[config.mk]
export PLATFORM = sky130hd
export DESIGN_NAME = uc2_hazard_pipe
export DESIGN_NICKNAME = d
export VERILOG_FILES = /design/src/rtl/uc2_hazard_pipe.sv
export SDC_FILE = /design/constraint.sdc
export NUM_CORES = 1
export LEC_CHECK = 0
export ABC_CLOCK_PERIOD_IN_PS = 2770
export CAP_MARGIN = 5
export CORE_MARGIN = 5
export CORE_UTILIZATION = 40
export CTS_BUF_LIST = sky130_fd_sc_hd__clkbuf_2
export DETAILED_ROUTE_END_ITERATION = 10
export PLACE_DENSITY = 0.77
export SLEW_MARGIN = 30
export SYNTH_ARGS = -nofsm -noshare
export SYNTH_HDL_FRONTEND = slang
export SYNTH_SLANG_ARGS = --single-unit
[constraint.sdc]
create_clock -name clk -period 2.77 [get_ports clk]
set_input_delay 0.554 -clock clk [delete_from_list [all_inputs] [get_ports clk]]
set_output_delay 0.554 -clock clk [all_outputs]
set_load 0.02 [all_outputs]
[src/rtl/uc2_hazard_pipe.sv]
// UC2 control-path tag pipeline.
// Carries register-access tags from decode through stages 3, 4 and 5 for the
// H2 hazard detector. On H2 it freezes stage 3 and puts a bubble into stage 4.
// A flush squashes whatever would enter stage 3, and it takes priority over a
// stall. The block also keeps a saturating count of stall cycles and a sticky
// watchdog flag for stalls that run too long.
// H2 reaches only hold2 combinationally. Every other output comes straight from
// a flop, so the loop through the external detector is broken here.

module uc2_hazard_pipe #(
    parameter int REG_W     = 6,
    parameter int CNT_W     = 8,
    parameter int MAX_STALL = 4
) (
    input  logic             clk,
    input  logic             rst_n,

    input  logic             valid2,
    input  logic             w_read2,
    input  logic             w_write2,
    input  logic             r_read2,
    input  logic             r_write2,
    input  logic [REG_W-1:0] busA2,
    input  logic [REG_W-1:0] busC2,

    input  logic             H2,
    input  logic             flush,

    output logic             w_read3,
    output logic             w_write3,
    output logic             r_read3,
    output logic             r_write3,
    output logic [REG_W-1:0] busA3,
    output logic [REG_W-1:0] busC3,

    output logic             w_read4,
    output logic             w_write4,
    output logic             r_read4,
    output logic             r_write4,
    output logic [REG_W-1:0] busC4,

    output logic             w_read5,
    output logic             w_write5,
    output logic             r_read5,
    output logic             r_write5,
    output logic [REG_W-1:0] busC5,

    output logic             hold2,
    output logic [CNT_W-1:0] stall_cnt,
    output logic             stall_err
);

    // The run counter only has to reach MAX_STALL; it saturates there.
    localparam int RUN_W = $clog2(MAX_STALL + 1);
    localparam logic [RUN_W-1:0] RUN_LIMIT = RUN_W'(MAX_STALL);

    logic             stall_edge;
    logic             tag2_live;
    logic             load3;
    logic [RUN_W-1:0] run_cnt;

    // Stall is only a real stall when no flush is redirecting the stream.
    assign stall_edge = H2 & ~flush;
    assign hold2      = stall_edge;

    // A decode slot with no access flags is a bubble. Its buses load as zero.
    assign tag2_live  = valid2 & (w_read2 | w_write2 | r_read2 | r_write2);
    assign load3      = ~flush & ~H2;

    // Stage 3: flush squashes it, stall freezes it, otherwise it takes decode.
    always_ff @(posedge clk or negedge rst_n) begin
        if (!rst_n) begin
            w_read3  <= 1'b0;
            w_write3 <= 1'b0;
            r_read3  <= 1'b0;
            r_write3 <= 1'b0;
            busA3    <= '0;
            busC3    <= '0;
        end else if (flush) begin
            w_read3  <= 1'b0;
            w_write3 <= 1'b0;
            r_read3  <= 1'b0;
            r_write3 <= 1'b0;
            busA3    <= '0;
            busC3    <= '0;
        end else if (load3) begin
            w_read3  <= tag2_live & w_read2;
            w_write3 <= tag2_live & w_write2;
            r_read3  <= tag2_live & r_read2;
            r_write3 <= tag2_live & r_write2;
            busA3    <= tag2_live ? busA2 : '0;
            busC3    <= tag2_live ? busC2 : '0;
        end
    end

    // Stage 4: a bubble whenever H2 is high. That covers a plain stall, and also
    // flush with H2, where stage 3 must not move forward.
    always_ff @(posedge clk or negedge rst_n) begin
        if (!rst_n) begin
            w_read4  <= 1'b0;
            w_write4 <= 1'b0;
            r_read4  <= 1'b0;
            r_write4 <= 1'b0;
            busC4    <= '0;
        end else if (H2) begin
            w_read4  <= 1'b0;
            w_write4 <= 1'b0;
            r_read4  <= 1'b0;
            r_write4 <= 1'b0;
            busC4    <= '0;
        end else begin
            w_read4  <= w_read3;
            w_write4 <= w_write3;
            r_read4  <= r_read3;
            r_write4 <= r_write3;
            busC4    <= busC3;
        end
    end

    // Stage 5: always drains stage 4 and retires every cycle.
    always_ff @(posedge clk or negedge rst_n) begin
        if (!rst_n) begin
            w_read5  <= 1'b0;
            w_write5 <= 1'b0;
            r_read5  <= 1'b0;
            r_write5 <= 1'b0;
            busC5    <= '0;
        end else begin
            w_read5  <= w_read4;
            w_write5 <= w_write4;
            r_read5  <= r_read4;
            r_write5 <= r_write4;
            busC5    <= busC4;
        end
    end

    // Total stall cycles since reset. It holds at all-ones rather than wrapping.
    always_ff @(posedge clk or negedge rst_n) begin
        if (!rst_n) begin
            stall_cnt <= '0;
        end else if (stall_edge && (stall_cnt != {CNT_W{1'b1}})) begin
            stall_cnt <= stall_cnt + CNT_W'(1);
        end
    end

    // Watchdog. When a stall edge arrives after MAX_STALL consecutive stall
    // edges, the error latches and stays set until reset.
    always_ff @(posedge clk or negedge rst_n) begin
        if (!rst_n) begin
            run_cnt   <= '0;
            stall_err <= 1'b0;
        end else if (stall_edge) begin
            if (run_cnt == RUN_LIMIT) begin
                stall_err <= 1'b1;
            end else begin
                run_cnt <= run_cnt + RUN_W'(1);
            end
        end else begin
            run_cnt <= '0;
        end
    end

endmodule

==> results of run 1 <==
-- sequential cells by signal, indices dropped and copies added (netlist names) --
| name | cells |
|---|---|
| r_write5 | 1 |
| run_cnt | 3 |
| stall_err | 1 |
| stall_cnt | 8 |
| w_write5 | 1 |
| w_read3 | 1 |
| w_write4 | 1 |
| busA3 | 6 |
| r_read5 | 1 |
| busC3 | 6 |
| busC5 | 6 |
| r_write3 | 1 |
| r_read3 | 1 |
| w_write3 | 1 |
| busC4 | 6 |
| w_read4 | 1 |
| w_read5 | 1 |
| r_write4 | 1 |
| r_read4 | 1 |
-- kinds of logic after synthesis --
kind of cell / after synthesis / synth area share, %
buffers and inverters: 12 / 4.63
multiplexers: 3 / 1.81
adder cells (fa/ha/maj): 3 / 2.01
XOR/XNOR: 2 / 0.940
flip-flops: 48 / 64.4
AO/OA/AOI/OAI: 30 / 11.4
AND/OR/NAND/NOR: 50 / 14.8
-- cells in the mapped netlist (2+ instances only) --
master / n
ha_1: 3
nor2_1: 15
a21oi_1: 9
dfrtp_1: 48
inv_1: 5
a32oi_1: 12
nand3b_1: 4
mux2_2: 2
a31oi_1: 3
nand4_1: 3
buf_6: 2
clkbuf_8: 2
nand2_1: 9
nor2b_1: 10
and4b_1: 2
nand3_1: 2
o21a_1: 2
xnor2_1: 2
-- layer usage --
layer | GRT usage, % | vias up | wire length, µm
met5 | 0 | - | 0
met4 | 6.29 | 0 | 63
met3 | 3.55 | 6 | 281
met2 | 24.1 | 53 | 2010
met1 | 16.3 | 688 | 1690
li1 | - | 662 | -
-- worst max-delay path, cell delays in order --
cell and delay (ns):
clkdlybuf4s50_1 0.53, nand2b_4 0.08, inv_1 0.12, clkdlybuf4s50_1 0.62
-- worst min-delay path by stage --
stage	start	endpoint	slack [ns]	depth (start not counted)
2_1_floorplan	rst_n	busA3[0]	0.26	0
3_3_place_gp	busC4[4]	busC5[4]	0.36	0
3_5_place_dp	r_write4	r_write5	0.36	0
4_1_cts	rst_n	stall_cnt[6]	0.19	2
5_1_grt	rst_n	stall_cnt[6]	0.20	2
6_report	rst_n	busC5[2]	0.20	2
-- metrics by stage --
stage	instance area, µm²	util (%)	setup slack [ns]
4_1_cts	2630	59.1	0.307
2_1_floorplan	1860	-	1.15
3_5_place_dp	2540	57.2	0.305
6_report	2630	59.1	0.311
3_3_place_gp	2540	57.2	0.339
5_1_grt	2630	59.1	0.277
-- layout make-up --
| class | instances | area [µm²] |
|---|---|---|
| flip-flops and latches | 48 | 1200 |
| well taps | 52 | 65.1 |
| clock inverters | 2 | 60.1 |
| clock buffers | 5 | 25.0 |
| fillers | 377 | 1820 |
| inverters | 5 | 18.8 |
| multi-input cells | 88 | 577 |
| repair buffers | 69 | 678 |
-- report_power, final --
part / switching (mW) / internal [mW] / total (mW)
Combinational: 0.193 / 0.193 / 0.386
Sequential: 0.0777 / 0.763 / 0.841
Clock: 0.206 / 0.238 / 0.444
Total: 0.477 / 1.19 / 1.67
==> metrics.txt, run 1 <==
outcome=finished, final reports clean; Async SR Flop Fraction=100%; Hold Fails Final Rpt=0; Max transition margin=60.9%; routed vias/inst=5.24; RSZ-0062 raised after global routing=no; Initial DRC Count=100; Vias=1409; total global-route track usage=13.9%; minimum clock period=2.46 ns; worst vdd ir=0.387 mV; maximum clock path buffer count=2; vias in the first global route=1426; mapped cell area=1860 µm²; Netlist cell types=31; Mapped Cells=148; Port Buffers=66; R2R depth=4; ANT nets after route=0; core area=4440 µm²; CTS tree=done; DRC viols=0; placed insts=262; fin cells=269; Fmax=0.407 GHz; Final setup viols=0; DRT Wirelength=4050 µm; dpl hpwl=2870 µm; area added between synthesis and finish=40.8%; most common cell after layout, fill and taps aside=clkdlybuf4s50_1; CP Capture Type=output port; Crit. Startpoint=H2; post-synthesis register bit count=48; Post-synth EDFFs=0; startpoint types=input port; Detailed Routing Iterations Pass 1=4; die area=6130 µm²; Post-CTS Setup Repair Bufs=0; RR Endpoint=stall_cnt[1]; post-detailed-route wirelength per cell=15.0 µm; top post-synthesis cells by area=dfrtp_1 (64%), a32oi_1 (5.6%), nor2b_1 (3.4%), nor2_1 (3.0%), a21oi_1 (2.4%); CTS H-tree lvls=2; Final Cycle Share=88.8%; Synth Area per Inst=12.6 µm²; Final Max Slew Viols=0; Static Leak=1.16 nW; CP Max Fanout=5; Power Density=636 nW/µm²; Yosys top cell by area=dfrtp_1; Seq/Total Area, Yosys=64.4%; Synth top area share=64.4%; worst hold margin=0.201 ns; largest net degree at the start of global routing=49; Setup CP Type=input port to output port; HP Class=input port to asynchronous set/reset pin; FF-to-FF setup slack=1.04 ns; CTS Hold Bufs=0; die height=78.3 µm; root buf cell=clkbuf_2; global route overflow=0; nets@finish=241; Tot Pwr=1.67 mW; row count=24; number of antenna violations at the first check in global routing=0; post-CTS resize count=0; WP data required=2.22 ns; clk_skew=0.0176 ns; share of cells above drive strength 1=6.91%; Die W=78.3 µm; Synth warnings=0; gpl congestion=0.793; highest-count cells in the layout ignoring fill and taps=clkdlybuf4s50_1 (65), dfrtp_1 (48), nor2_1 (15); syn nets=172; Max Cap Viol=0; Worst-Margin Slew=0.586 ns; worst-skew pair later-pin latency=0.40 ns; critical path capture point=hold2; clk sinks=48; Initial Utilization=41.9%; clock-pin slew on the worst setup and hold paths=0.22 ns; Top FF cell, synth=dfrtp_1; R2R Path Start=stall_cnt[0]; first-pass GRT wire length=6690 µm; io pins=67; WP data arrival=1.90 ns; final setup TNS=0 ns; CTS Buf Count=5; Diodes inserted=0
No activity file was read; power rests on OpenSTA's default activity.
==> inputs of run 2 (changes only) <==
Settings changed: CORE_MARGIN 5 to 4.
==> metrics.txt, run 2 (synthesis gave the netlist of run 1 again) <==
largest net degree at the start of global routing=49; Post-CTS Setup Repair Bufs=0; Setup CP Type=input port to output port; HP Class=input port to asynchronous set/reset pin; gpl congestion=0.795; dpl hpwl=2820 µm; DRC viols=0; RSZ-0062 raised after global routing=no; Initial Utilization=41.9%; CTS tree=done; Largest Register=stall_cnt; met1 usage=17.8%; FF-to-FF setup slack=0.99 ns; maximum clock path buffer count=2; row count=24; final setup TNS=0 ns; M3 GR Usage=3.66%; CP Max Fanout=5; worst vdd ir=0.376 mV; global route overflow=0; Initial DRC Count=87; Final Cycle Share=88.5%; worst hold margin=0.187 ns; # fillers=380; Max Cap Viol=0; max reg flops=8; share of cells above drive strength 1=6.88%; Detailed Routing Iterations Pass 1=5; die area=5820 µm²; met2 Use GR=25.1%; Final setup viols=0; Layout Utilization=58.0%; io pins=67; first-pass GRT wire length=6880 µm; ANT nets after route=0; startpoint types=input port; number of antenna violations at the first check in global routing=0; worst-skew pair later-pin latency=0.40 ns; Max transition margin=60.8%; die height=76.3 µm; Hold Fails Final Rpt=0; most common cell after layout, fill and taps aside=clkdlybuf4s50_1; clk_skew=0.0148 ns; Power Density=581 nW/µm²; outcome=finished, final reports clean; core area=4440 µm²; Static Leak=1.14 nW; clock-pin slew on the worst setup and hold paths=0.22 ns; R2R Path Start=stall_cnt[0]; WP data required=2.22 ns; Port Buffers=66; minimum clock period=2.45 ns; routed vias/inst=5.15; WP data arrival=1.90 ns; post-route cell area=2580 µm²; Vias=1391; Diodes inserted=0; highest-count cells in the layout ignoring fill and taps=clkdlybuf4s50_1 (65), dfrtp_1 (48), nor2_1 (15); Final Max Slew Viols=0; RR Endpoint=stall_cnt[1]; DRT Wirelength=3990 µm; Die W=76.3 µm; CP Capture Type=output port; post-detailed-route wirelength per cell=14.8 µm; Worst-Margin Slew=0.588 ns; total global-route track usage=14.8%; R2R depth=4; clk sinks=48; GRT Max-Usage Layer=met2; Fmax=0.408 GHz; CTS Buf Count=5; nets@finish=241; area added between synthesis and finish=38.3%; post-CTS resize count=0; root buf cell=clkbuf_2; vias in the first global route=1445; CTS Hold Bufs=0; Cell Area, Placed=2540 µm²; CTS H-tree lvls=2
[run 2: how the worst max path moves through the flow]
stage / from / endpoint / depth (start not counted)
2_1_floorplan: stall_cnt[0] / stall_cnt[1] / 4
4_1_cts: flush / hold2 / 4
3_3_place_gp: flush / hold2 / 4
6_report: flush / hold2 / 4
3_5_place_dp: flush / hold2 / 4
5_1_grt: flush / hold2 / 4
[run 2: cell type report]
cell class              count  area [µm²]  area share [%]
flip-flops and latches     48        1200            46.6
repair buffers             69         678            26.3
multi-input cells          88         577            22.4
well taps                  52        65.1            2.52
clock buffers               5        25.0           0.970
inverters                   5        18.8           0.728
clock inverters             3        13.8           0.534
[run 2: power breakdown]
part	total (mW)	internal, mW	switching [mW]	leakage [nW]
registers	0.846	0.763	0.0834	0.649
logic	0.386	0.193	0.193	0.461
clock network	0.267	0.0567	0.211	0.0302
total	1.50	1.01	0.487	1.14
[run 2: per-layer routing]
layer / vias to the layer above / part of all wire, %
met5: - / 0
met4: 0 / 2.0
met3: 8 / 5.5
met2: 49 / 50
met1: 669 / 42
li1: 665 / -
[run 2: critical path: stages]
cell and delay (ns):
clkdlybuf4s50_1 0.44, nand2b_4 0.18, inv_1 0.11, clkdlybuf4s50_1 0.62
[run 2: metrics by stage]
stage,total power [mW],setup WS [ns],cells
floorplan,1.04,1.15,148
global placement,1.24,0.330,262
detailed placement,1.25,0.309,262
CTS,1.52,0.306,270
global route,1.58,0.272,270
finish,1.50,0.320,270
==> inputs of run 3 (changes only) <==
Settings changed: GPL_ROUTABILITY_DRIVEN set to 0.
==> results of run 3 <==
No change in the layout: final DEF, timing and power equal those of run 2.
